**src/rtl/rs232_frame_ctrl.sv**
```systemverilog
// rs232_frame_ctrl: frame parser behind the rs232_rx byte receiver.
// Hunts for SyncByte and parses SYNC, LEN, PAYLOAD[LEN], CHK frames, where CHK is
// the XOR of LEN and every payload byte. A validated payload is held for the host
// until ack_i. Rejected frames report their cause, and parity errors are counted.
module rs232_frame_ctrl #(
  parameter int unsigned MaxLen     = 8,
  parameter logic [7:0]  SyncByte   = 8'hA5,
  parameter int unsigned TimeoutCyc = 229166,
  parameter int unsigned TimeoutW   = 18
) (
  input  logic       clk_i,
  input  logic       rst_i,
  input  logic [7:0] byte_i,
  input  logic       pcheck_i,
  input  logic       eor_i,
  input  logic [3:0] rd_addr_i,
  input  logic       ack_i,
  output logic [7:0] rd_data_o,
  output logic [3:0] len_o,
  output logic       frame_vld_o,
  output logic       frame_err_o,
  output logic [2:0] err_code_o,
  output logic       overrun_o,
  output logic [7:0] perr_cnt_o
);

  localparam int unsigned AW = (MaxLen > 1) ? $clog2(MaxLen) : 1;
  // The counter runs from 0 after a strobe; the error is taken on the edge where it would reach TimeoutCyc-1.
  localparam logic [TimeoutW-1:0] TmoLast = TimeoutW'(TimeoutCyc - 2);

  localparam logic [2:0] ErrNone   = 3'd0;
  localparam logic [2:0] ErrParity = 3'd1;
  localparam logic [2:0] ErrLength = 3'd2;
  localparam logic [2:0] ErrChk    = 3'd3;
  localparam logic [2:0] ErrTmo    = 3'd4;

  typedef enum logic [2:0] {
    S_IDLE,
    S_LEN,
    S_PAYLOAD,
    S_CHK,
    S_HOLD
  } state_t;

  state_t                state_q;
  logic [7:0]            pay_q [MaxLen];
  logic [3:0]            len_q;
  logic [3:0]            idx_q;
  logic [7:0]            chk_q;
  logic [TimeoutW-1:0]   tmo_q;

  logic                  in_frame;
  logic                  is_sync;
  logic                  reject;
  logic [2:0]            rej_code;

  assign in_frame = (state_q == S_LEN) || (state_q == S_PAYLOAD) || (state_q == S_CHK);
  assign is_sync  = eor_i && pcheck_i && (byte_i == SyncByte);

  // Rejection decision for the in-frame states; parity outranks length/checksum, a strobe outranks timeout.
  always_comb begin
    reject   = 1'b0;
    rej_code = ErrNone;
    if (in_frame) begin
      if (eor_i) begin
        if (!pcheck_i) begin
          reject   = 1'b1;
          rej_code = ErrParity;
        end else if ((state_q == S_LEN) && ((byte_i == 8'd0) || (byte_i > 8'(MaxLen)))) begin
          reject   = 1'b1;
          rej_code = ErrLength;
        end else if ((state_q == S_CHK) && (byte_i != chk_q)) begin
          reject   = 1'b1;
          rej_code = ErrChk;
        end
      end else if (tmo_q == TmoLast) begin
        reject   = 1'b1;
        rej_code = ErrTmo;
      end
    end
  end

  // Host read port: only the held payload is visible, anything past len_o reads as 0.
  always_comb begin
    rd_data_o = '0;
    if (rd_addr_i < len_o) rd_data_o = pay_q[rd_addr_i[AW-1:0]];
  end

  // Frame state machine with registered status outputs, timeout counter and parity error counter.
  always_ff @(posedge clk_i or negedge rst_i) begin
    if (!rst_i) begin
      state_q     <= S_IDLE;
      len_q       <= '0;
      idx_q       <= '0;
      chk_q       <= '0;
      tmo_q       <= '0;
      len_o       <= '0;
      frame_vld_o <= 1'b0;
      frame_err_o <= 1'b0;
      err_code_o  <= ErrNone;
      overrun_o   <= 1'b0;
      perr_cnt_o  <= '0;
    end else begin
      frame_err_o <= 1'b0;

      if (eor_i && !pcheck_i && (perr_cnt_o != 8'hFF)) perr_cnt_o <= perr_cnt_o + 8'd1;

      if (eor_i || !in_frame) tmo_q <= '0;
      else                    tmo_q <= tmo_q + TimeoutW'(1);

      case (state_q)
        S_IDLE: begin
          if (is_sync) begin
            state_q <= S_LEN;
            chk_q   <= '0;
          end
        end

        S_LEN, S_PAYLOAD, S_CHK: begin
          if (reject) begin
            state_q     <= S_IDLE;
            frame_err_o <= 1'b1;
            err_code_o  <= rej_code;
          end else if (eor_i) begin
            case (state_q)
              S_LEN: begin
                len_q   <= byte_i[3:0];
                chk_q   <= byte_i;
                idx_q   <= '0;
                state_q <= S_PAYLOAD;
              end
              S_PAYLOAD: begin
                pay_q[idx_q[AW-1:0]] <= byte_i;
                chk_q <= chk_q ^ byte_i;
                idx_q <= idx_q + 4'd1;
                if (idx_q == len_q - 4'd1) state_q <= S_CHK;
              end
              S_CHK: begin
                state_q     <= S_HOLD;
                frame_vld_o <= 1'b1;
                err_code_o  <= ErrNone;
                len_o       <= len_q;
              end
              default: state_q <= S_IDLE;
            endcase
          end
        end

        S_HOLD: begin
          if (ack_i) begin
            state_q     <= S_IDLE;
            frame_vld_o <= 1'b0;
            overrun_o   <= 1'b0;
            len_o       <= '0;
          end else if (is_sync) begin
            overrun_o <= 1'b1;
          end
        end

        default: state_q <= S_IDLE;
      endcase
    end
  end

endmodule

```
**config.mk**
```make
export PLATFORM = sky130hd
export DESIGN_NAME = rs232_frame_ctrl
export DESIGN_NICKNAME = d
export VERILOG_FILES = /design/src/rtl/rs232_frame_ctrl.sv
export SDC_FILE = /design/constraint.sdc
export NUM_CORES = 1
export LEC_CHECK = 0
export CAP_MARGIN = 20
export CORE_MARGIN = 2
export CORE_UTILIZATION = 55
export CTS_CLUSTER_DIAMETER = 40
export DETAILED_ROUTE_END_ITERATION = 10
export GPL_TIMING_DRIVEN = 1
export PLACE_DENSITY = 0.88
export SYNTH_ARGS = -nofsm -noshare
export SYNTH_HDL_FRONTEND = slang
export SYNTH_SLANG_ARGS = --single-unit
```
**constraint.sdc**
```tcl
create_clock -name clk_i -period 4.37 [get_ports clk_i]
set_clock_uncertainty 0.05 [all_clocks]
set_input_delay 0.874 -clock clk_i [delete_from_list [all_inputs] [get_ports clk_i]]
set_output_delay 0.874 -clock clk_i [all_outputs]
set_load 0.01 [all_outputs]
```
# Word-level counts from Yosys, hierarchy flattened
# Memory sizes are Yosys's and may differ from the RTL's.
# Index checks and enable logic that the tools add are counted.
# totals
mem_count	1
out_inout_bits	26
ramBits	64
ff_bits	55
# classes
muxes	49
order_cmp	2
n_reduce_logical	29
n_addsub	4
n_eq_ne	17
bitwise	2
# mem_list
memory	words	width	read_ports	rd_clocked_by_memory_dff	wr	line_no	text
pay_q	8	8	1	0	1	46	logic [7:0] pay_q [MaxLen];
# ops
op	count
two-way mux 3 bit	11
two-way mux 8 bit	4
case mux 8 bit (2 select lines)	2
two-way mux 1 bit	19
adder 18 x 1 -> 18 bit (second input constant)	1
== test 18 bit (second input constant)	1
two-way mux 18 bit	1
case mux 3 bit (3 select lines)	2
two-way mux 4 bit	4
case mux 4 bit (2 select lines)	2
AND reduction 4 bit	3
nonzero test 2 bit	6
inequality test 2 bit (second input constant)	5
AND reduction 5 bit	2
adder 8 x 1 -> 8 bit (second input constant)	1
== test 8 bit (second input constant)	1
> comparator 8 x 4 -> 1 bit (second input constant)	1
logical NOT 8 bit	1
inequality test 8 bit	1
inequality test 8 bit (second input constant)	1
bitwise XOR 8 bit	1
logical AND 1 bit	7
== test 3 x 2 -> 1 bit (second input constant)	2
two-way mux 2 bit	3
16 further kinds	21

# Logic depth before layout (Yosys ltp)
# Gate-level depths: netlist of the first run.
# depth
ltp_word	11
mapped_depth	8
mapped_depth_nobuf	8

# Least setup slack after synthesis of the first run
# Ideal clock, no wire load.
# synth_path
path_type	input to register
start	in byte_i[2]
end	mem pay_q[3][0], enable pin
setup_slack_ns	1.073
path_stages	7
arrival_time_ns	2.876
required_ns	3.950
setup_time_ns	0.370
n_path_buf	1
path_cell_list	buf_6 -> xor2_2 -> nor4_4 -> a21oi_2 -> or3_4 -> or4_4 -> nor2_1
# synth_between
elab_chain_len	11
# synth_lines
element	line_no	text
from (decl)	13	input logic [7:0] byte_i,
> comparator 8 x 4 -> 1 bit, or another cell as far along	69	end else if ((state_q == S_LEN) && ((byte_i == 8'd0) || (byte_i > 8'(MaxLen)))) begin
logical OR 1 bit or logical AND 1 bit (tied branches)	69, 72	
logical AND 1 bit or two-way mux 1 bit (tied branches)	69, 72	
two-way mux 1 bit *	69	
two-way mux 1 bit *	66	if (!pcheck_i) begin
two-way mux 1 bit *	65	if (eor_i) begin
two-way mux 1 bit *	64	if (in_frame) begin
two-way mux 1 bit *	120	if (reject) begin
two-way mux 1 bit *	111	case (state_q)
logical AND 1 bit (implied by the code) *	133	pay_q[idx_q[AW-1:0]] <= byte_i;
two-way mux 1 bit (implied by the code) *	133	
to (decl)	46	
# Every way passes the cells marked *; elsewhere a longest branch is shown, timed or not.

# Final worst setup path of the first run
# layout_path
start	in rd_addr_i[0]
end	out rd_data_o[6]
# layout_between
elab_chain_len	2
# layout_lines
element	line_no	text
from (decl)	16	input logic [3:0] rd_addr_i,
memory (8 x 8 bit) or < comparator 4 bit (tied branches)	-	
two-way mux 8 bit *	86	if (rd_addr_i < len_o) rd_data_o = pay_q[rd_addr_i[AW-1:0]];
to (decl)	18	output logic [7:0] rd_data_o,
# Marks and branches as above.

==> results of run 1 <==
==> layout by cell type (no fill, tap or decap), types with 4 or more instances in the layout <==
master and instances:
edfxtp_1 64, dfrtp_1 55, nor2_1 47, clkdlybuf4s50_1 41, nand2_1 40, buf_4 21
xor2_1 19, xnor2_1 19, mux4_2 16, clkbuf_16 16, inv_1 14, o21ai_0 14
mux2i_1 13, nand3_1 12, nand2b_1 8, ha_1 8, nand4_1 7, and3_1 6
nor4_1 6, nor3_1 4, a21oi_1 4, nand4b_1 4, inv_6 4
==> worst max-delay path: cells and delay by family <==
family	cells	cell delay (ps)
mux	2	770
simple gates	1	70
buf+inv	3	1260
==> per-stage QoR <==
stage / setup slack (ps) / power, uW / util [%] / std cells / hold slack, ps
final: 467 / 3810 / 67.7 / 653 / 422
after global placement: 520 / 2380 / 61.9 / 621 / 397
after floorplan: 1070 / 2040 / - / 443 / 382
after CTS: 460 / 3820 / 67.7 / 653 / 429
after detailed placement: 470 / 2430 / 61.9 / 621 / 417
after global routing: 307 / 3980 / 67.7 / 653 / 441
==> registers in the layout (all words and copies together) (netlist names), 3 cells and up <==
name        cells
len_o           4
pay_q          64
len_q           4
perr_cnt_o      8
tmo_q          18
idx_q           4
state_q         3
err_code_o      3
chk_q           8
==> worst max path at each step <==
stage | endpoint | slack [ps] | cells after the start | startpoint
after floorplan | pay_q[3][0] | 1070 | 7 | byte_i[2]
after global placement | rd_data_o[5] | 520 | 6 | rd_addr_i[0]
after detailed placement | rd_data_o[4] | 470 | 6 | rd_addr_i[0]
after CTS | rd_data_o[6] | 460 | 6 | rd_addr_i[0]
after global routing | rd_data_o[6] | 310 | 8 | rd_addr_i[0]
final | rd_data_o[6] | 470 | 6 | rd_addr_i[0]
==> Yosys cell counts (3+ instances only) <==
cell type,instances
and3_1,6
nand3_1,12
nand3b_1,3
ha_1,8
inv_1,14
dfrtp_1,55
nor4_1,6
xor2_1,19
mux4_2,16
buf_6,3
a22o_1,3
a21oi_1,4
edfxtp_1,64
nand4_1,7
mux2_2,3
buf_2,3
nor2_1,47
clkbuf_1,12
o21ai_0,14
buf_1,3
mux2i_1,13
o21a_1,3
nand4b_1,4
nand2_1,40
xnor2_1,19
nand2b_1,8
nor3_1,4
nor4b_1,3
==> layout make-up <==
type / instances / area, sq um / share of cell area [%]
Clock buffer: 17 / 414 / 6.01
Multi-Input combinational cell: 289 / 2210 / 32.1
Inverter: 14 / 52.6 / 0.762
Timing Repair Buffer: 63 / 573 / 8.31
Clock inverter: 15 / 175 / 2.54
Sequential cell: 119 / 3300 / 47.8
Tap cell: 136 / 170 / 2.47
==> cells by family (layout without fill, tap and decap cells) <==
| logic type | Yosys count | after routing | synth area share, % |
|---|---|---|---|
| buffers and inverters | 35 | 109 | 2.78 |
| DFF | 119 | 119 | 58.2 |
| AOI/OAI and AO/OA | 50 | 50 | 6.60 |
| and+or+nand+nor | 159 | 159 | 14.9 |
| xor gates and xnor gates | 40 | 40 | 6.45 |
| adders and majority gates | 8 | 8 | 1.77 |
| muxes | 32 | 32 | 9.25 |
==> report_power, final <==
| part | internal, uW | switching, uW | total [uW] |
|---|---|---|---|
| sequential | 1310 | 177 | 1490 |
| combinational | 449 | 482 | 931 |
| clock | 870 | 518 | 1390 |
==> routing by layer <==
layer | GRT usage, % | up-vias | routed length (um)
met2 | 41.8 | 152 | 6570
met5 | 0 | - | 0
met4 | 9.02 | 0 | 294
li1 | - | 1755 | -
met3 | 5.32 | 29 | 726
met1 | 28.4 | 1913 | 4950
==> results by group, run 1 <==
Worst hold path
  – WHS Path Cells: 1
  – Min-delay src: tmo_q[0]
  – HP Class: register to register
  – WHS Endpoint: tmo_q[0]

Timing
  – Slew Viols, Final: 0
  – RSZ-0062 raised after global routing: no
  – Fin. Hold Viols: 0
  – Worst slew pin tran: 955 ps
  – Worst rel slew slack: 35.8%
  – Period utilization: 89.3%
  – Fmax: 256 MHz
  – Final setup viols: 0
  – Minimum clock period: 3900 ps
  – Setup TNS Final: 0 ps

Yosys
  – Predominant post-synthesis flop cell: edfxtp_1
  – Synth area leader: edfxtp_1
  – Distinct cell type count of the synthesized netlist: 58
  – Number of synthesized flops with an enable pin: 64
  – Post-Syn Nets: 468
  – Synthesized area: 5670 sq um
  – Syn Inst Count: 443
  – Sequential area share after synthesis: 58.2%
  – Largest cells by area after synthesis: edfxtp_1 34%, dfrtp_1 24%, mux4_2 6.4%
  – Top cell type's share of synthesized area: 33.9%
  – FFs w/ async S/R, synth: 46.2%
  – Mean post-synth cell area: 12.8 sq um
  – Synth Warn #: 0
  – #FFs+latches synth: 119

Run
  – Max-cap violation count: 0

Critical path
  – CP startpoint kind: primary input
  – WS Path Type: primary input to output pin
  – RR Endpoint: pay_q[2][0]
  – Critical Path, Cell by Cell: clkdlybuf4s50_1 -> buf_4 -> mux4_2 -> mux2i_1 -> nor2_1 -> clkdlybuf4s50_1
  – R2r setup slk: 1540 ps
  – R2R depth: 6
  – Req. time, crit path: 3450 ps
  – Worst-path fanout max: 17
  – CP max stage delay: 580 ps
  – CP endpoint kind: output pin
  – Crit-path slowest cell: mux4_2
  – R2R Path Start: state_q[0]
  – Cell mode on critical path: clkdlybuf4s50_1
  – CP arrival: 2980 ps

Die
  – Die area: 11100 sq um
  – Cell Rows: 37
  – Chip width: 106 um
  – Core area: 10200 sq um
  – DIE HEIGHT: 106 um
  – I/O Pins: 43
  – Initial Utilization: 55.6%

Layout
  – N_diodes: 0
  – Post-route cell area: 6890 sq um
  – Layout cells sized above 1: 17.4%
  – Fill count: 722
  – Area Growth Syn to Fin: 21.7%
  – Nets: 529

Drt
  – Via/cell ratio: 5.89
  – Residual DRC: 0
  – WL final: 12500 um
  – TritonRoute pass-1 iters: 5
  – DR iter-0 viols: 280
  – Routed len/inst: 19.2 um
  – Routed via count: 3849
  – Antenna Nets Post-Route: 0

Pwr
  – Max VDD drop: 0.000361 V
  – Pwr/cell area: 552 nW/um^2
  – Leak pwr: 0.00261 uW

CTS
  – # Post-CTS Setup Buffers: 0
  – CTS tree: yes
  – CTS-repair resized insts: 0
  – Root buf cell: clkbuf_8
  – # hold bufs at CTS: 0
  – H-tree Lvls: 4
  – Clock Sink Count: 119
  – Clock Tree Buf Depth: 2
  – Clk_lat worst skew: 520 ps
  – CTS buffer count: 17
  – CTS clk-pin slew, worst paths: 60 ps

Global routing
  – Total gr overflow: 0
  – First-pass GRT wire length: 19800 um
  – Gr usage total: 23.7%
  – Initial antenna violation count: 0
  – Vias in the first global route: 3937
  – Largest net degree at the start of global routing: 56

Status
  – Status: completed

Place
  – Hpwl dp: 8320 um
  – Global placement routability congestion: 0.911
  – Area after DPL: 6300 sq um
  – Buffers on Ports: 42
Power figures use the tool's default switching activity.
==> run 2, diff against run 1 <==
- DONT_BUFFER_PORTS: unset -> 1
- PLACE_DENSITY: 0.88 -> 0.82
==> results by group, run 2 (synthesis results as in run 1) <==
Global routing
  – First-pass GRT wire length: 19300 um
  – Total gr overflow: 0
  – Initial antenna violation count: 0
  – Vias in the first global route: 3668
  – Gr usage total: 22.8%
  – Largest net degree at the start of global routing: 56

CTS
  – Clk_lat worst skew: 510 ps
  – # Post-CTS Setup Buffers: 0
  – CTS clk-pin slew, worst paths: 60 ps
  – CTS tree: yes
  – Clock Tree Buf Depth: 2
  – H-tree Lvls: 4
  – Root buf cell: clkbuf_8
  – CTS buffer count: 17
  – CTS-repair resized insts: 0
  – Clock Sink Count: 119

Pwr
  – Comb power frac: 19.7%
  – Pwr/cell area: 546 nW/um^2
  – Seq pwr share: 44.0%
  – Int Pwr: 2400 uW
  – Fraction of power spent switching nets: 30.5%
  – Clock Power Share: 36.3%
  – Max VDD drop: 0.000438 V
  – Switch Pwr: 1050 uW
  – Leak pwr: 0.00234 uW

Timing
  – Fmax: 318 MHz
  – Hold slack: 166 ps
  – RSZ-0062 raised after global routing: no
  – Period utilization: 72.0%
  – Minimum clock period: 3150 ps
  – Fin. Hold Viols: 0
  – Slew Viols, Final: 0
  – Worst rel slew slack: 36.9%
  – Worst slew pin tran: 938 ps
  – Final setup viols: 0
  – Setup TNS Final: 0 ps

Layout
  – N_diodes: 0
  – Area Growth Syn to Fin: 11.3%
  – Layout cells sized above 1: 14.7%
  – Nets: 470
  – Post-route cell area: 6310 sq um
  – Most frequent cells in the layout: 64 x edfxtp_1, 55 x dfrtp_1, 47 x nor2_1
  – Max reg flops: 64
  – Commonest non-fill, non-tap cell in the layout: edfxtp_1

Run
  – Max-cap violation count: 0

Drt
  – Residual DRC: 0
  – DR iter-0 viols: 291
  – WL final: 11700 um
  – Routed length on met2: 6010 um
  – Antenna Nets Post-Route: 0
  – TritonRoute pass-1 iters: 5
  – Routed len/inst: 19.9 um
  – Routed via count: 3594
  – Via/cell ratio: 6.08
  – DRT met1 WL: 4830 um
  – Top Metal Used: met4
  – Met3 WL: 750 um

Critical path
  – RR Endpoint: pay_q[5][3]
  – R2R depth: 6
  – Cell family with most CP delay: simple AND/OR/NAND/NOR gates
  – R2r setup slk: 1220 ps
  – Worst-path fanout max: 16
  – R2R Path Start: state_q[1]
  – CP max stage delay: 590 ps
  – WP buf/inv: 0
  – CP arrival: 3240 ps
  – Crit-path slowest cell: nor2_1
  – CP startpoint kind: register
  – Critical Path, Cell by Cell: nor2b_1 -> nand2_1 -> a21oi_2 -> or3_4 -> or4_4 -> nor2_1
  – Req. time, crit path: 4460 ps
  – WS Path Type: register to register
  – CP endpoint kind: register

Die
  – Die area: 11100 sq um
  – Initial Utilization: 55.6%
  – Chip width: 106 um
  – Cell Rows: 37
  – I/O Pins: 43
  – DIE HEIGHT: 106 um
  – Core area: 10200 sq um

Place
  – Buffers on Ports: 0
  – Global placement routability congestion: 0.848
  – Area after DPL: 5750 sq um
  – Hpwl dp: 7770 um

Status
  – Status: completed

Worst hold path
  – HP Class: primary input to async pin
## run 2: repair_timing
item                                    CTS  global route
hold endpoints to repair                 55             0
hold buffers                              1             0
endpoints found under the setup margin    0             0
## run 2: power by group through the flow
stage	Combinational, uW	Clock (uW)	Sequential (uW)
floorplan	580	0	1460
global placement	637	0	1530
detailed placement	654	0	1530
CTS	679	1270	1520
global route	760	1310	1540
finish	678	1250	1520
## run 2: cell type report
type,instances,area (sq um)
clock buffer,17,414
clock inverter,12,114
fill,748,3870
inverter,14,52.6
multi-input combinational,289,2210
sequential,119,3300
tap,136,170
timing repair buffer,4,50.0
## run 2: routing by layer
layer,vias to the layer above,track usage (%)
met5,-,0
met4,0,7.80
met3,17,7.36
met2,133,37.5
met1,1814,28.6
li1,1630,-
## run 2: worst max path at each step
stage | start | end | slack [ps] | depth (start not counted)
after floorplan | byte_i[2] | pay_q[3][0] | 1070 | 7
after global placement | byte_i[2] | pay_q[3][0] | 980 | 6
after detailed placement | byte_i[2] | pay_q[3][0] | 900 | 6
after CTS | state_q[1] | pay_q[5][3] | 1210 | 6
after global routing | state_q[1] | pay_q[4][3] | 1030 | 6
final | state_q[1] | pay_q[5][3] | 1220 | 6
## run 2: worst reg2reg max path, cell delays in order (launching register included)
cell     delay (ps)
dfrtp_1         570
nor2b_1         260
nand2_1         240
a21oi_2          80
or3_4           420
or4_4           560
nor2_1          590
## run 2: through the flow
stage          setup slack (ps)  total power (uW)  instances  util (%)
6_report                   1220              3440        591      62.0
5_1_grt                    1030              3610        591      62.0
4_1_cts                    1210              3460        591      62.0
3_5_place_dp                900              2190        561      56.5
3_3_place_gp                980              2170        561      56.5
2_1_floorplan              1070              2040        443         -
==> run 3, diff against run 2 <==
- PLACE_DENSITY: 0.82 -> 0.85
- clock period: 4.37 -> 2.6 ns (I/O delays scaled with it)
==> results by group, run 3 (synthesis results as in run 1) <==
CTS
  – Root buf cell: clkbuf_8
  – CTS clk-pin slew, worst paths: 60 ps
  – Clock Tree Buf Depth: 2
  – Clk_lat worst skew: 520 ps
  – CTS tree: yes
  – CTS buffer count: 17
  – H-tree Lvls: 4
  – Clock Sink Count: 119

Worst hold path
  – WHS Path Cells: 1
  – Min-delay src: eor_i
  – HP Class: primary input to register
  – WHS Endpoint: err_code_o[2]

Timing
  – Period utilization: 99.7%
  – Slew Viols, Final: 0
  – Minimum clock period: 2590 ps
  – Worst slew pin tran: 756 ps
  – Fin. Hold Viols: 0
  – Worst rel slew slack: 49.1%
  – Final setup viols: 0
  – RSZ-0062 raised after global routing: yes
  – Fmax: 386 MHz

Layout
  – FF+latch area: 3300 sq um
  – Max reg flops: 64
  – Fill count: 686
  – Final std cells w/o fill: 616
  – Most frequent cells in the layout: 64 x edfxtp_1, 55 x dfrtp_1, 40 x nand2_1
  – Nets: 492
  – Post-route cell area: 6780 sq um
  – N_diodes: 0
  – Commonest non-fill, non-tap cell in the layout: edfxtp_1
  – Area occupied by multi-input gates: 2390 sq um
  – Final core occ: 66.6%
  – Layout cells sized above 1: 24.4%
  – Area Growth Syn to Fin: 19.7%

Place
  – Area after DPL: 6000 sq um
  – Global placement routability congestion: 0.847
  – Hpwl dp: 7780 um
  – Placed Cells: 579
  – Buffers on Ports: 0

Die
  – Chip width: 106 um
  – Core area: 10200 sq um
  – Cell Rows: 37
  – Initial Utilization: 55.6%
  – I/O Pins: 43
  – Die area: 11100 sq um
  – DIE HEIGHT: 106 um

Drt
  – Via/cell ratio: 5.98
  – WL final: 12000 um
  – Residual DRC: 0
  – Antenna Nets Post-Route: 0
  – Routed len/inst: 19.4 um
  – TritonRoute pass-1 iters: 7
  – DR iter-0 viols: 346
  – Routed via count: 3685

Pwr
  – Max VDD drop: 0.000545 V
  – Fraction of power spent switching nets: 31.0%
  – Int Pwr: 4340 uW
  – Seq pwr share: 40.0%
  – Pwr/cell area: 927 nW/um^2
  – Comb power frac: 23.3%
  – Switch Pwr: 1950 uW
  – Clock Power Share: 36.7%
  – Leak pwr: 0.00249 uW
  – Design Power: 6290 uW

Global routing
  – GR peak layer: met2
  – Met3 Use GR: 6.80%
  – Met1 Use GR: 28.5%
  – Largest net degree at the start of global routing: 56
  – Gr usage total: 23.1%
  – Total gr overflow: 0
  – Vias in the first global route: 3814
  – First-pass GRT wire length: 19500 um
  – Met2 Usage GRT: 38.4%
  – Initial antenna violation count: 0

Critical path
  – CP startpoint kind: register
  – CP arrival: 2780 ps
  – R2R depth: 7
  – Req. time, crit path: 2780 ps
  – WS Path Type: register to register
  – CP endpoint kind: register
  – R2R Path Start: chk_q[6]
  – R2r setup slk: 7 ps
  – Worst-path fanout max: 8
  – RR Endpoint: pay_q[2][6]

Run
  – Max-cap violation count: 0

Status
  – Status: completed
-- run 3: cell types whose count changed in the layout (fill, tap and decap cells not counted), sizes merged --
cell / delta
buf: +21
bufinv: +1
clkbuf: +1
clkinv: -2
dlygate4sd3: +1
inv: +3
-- run 3: worst max-delay path by stage --
stage	startpoint	endpoint	slack [ps]
final	chk_q[6]	pay_q[2][6]	7
after global routing	chk_q[6]	pay_q[2][6]	-90
after CTS	len_o[1]	rd_data_o[5]	6
after detailed placement	byte_i[7]	pay_q[0][3]	-110
after global placement	byte_i[6]	pay_q[0][1]	-70
after floorplan	byte_i[0]	pay_q[2][0]	-130
-- run 3: cell type report --
cell class,instances,share of cell area [%]
multi-input combinational,289,35.2
sequential,119,48.6
timing repair buffer,26,4.13
clock buffer,18,6.16
tap,136,2.51
inverter,14,0.775
clock inverter,14,2.58
-- run 3: timing repair --
action / 4_1_cts / 5_1_grt
resized for setup: 19 / 8
hold buffers: 2 / 0
hold endpoints to repair: 55 / 0
setup buffers: 2 / 1
pin swaps: 2 / 14
endpoints found under the setup margin: 24 / 64
-- run 3: critical path, cell delays in order (launching register included) --
cell and delay, ps:
dfrtp_1 410, xor2_2 170, nor4_4 320, a21oi_2 90, or3_4 380, or4_4 500, nor3_4 230, buf_12 150
-- run 3: power groups by stage --
stage                     clock [uW]  sequential (uW)  combinational, uW
after floorplan                    0             2460                989
after global placement             0             2530               1230
after detailed placement           0             2550               1280
after CTS                       2340             2510               1440
after global routing            2430             2550               1610
final                           2310             2510               1460
-- run 3: per-stage QoR --
step | worst slack (ps) | TNS [ps] | hold slack, ps
final | 7.47 | 0 | 34.8
after global routing | -90.7 | -2090 | 4.94
after CTS | 5.83 | 0 | 16.5
after detailed placement | -108 | -3940 | 175
after global placement | -74.8 | -2120 | 176
after floorplan | -125 | -2000 | 174
-- run 3: routing by layer --
layer,vias up,share of wire (%)
li1,1666,-
met1,1846,39
met2,143,52
met3,30,6.3
met4,0,2.8
met5,-,0
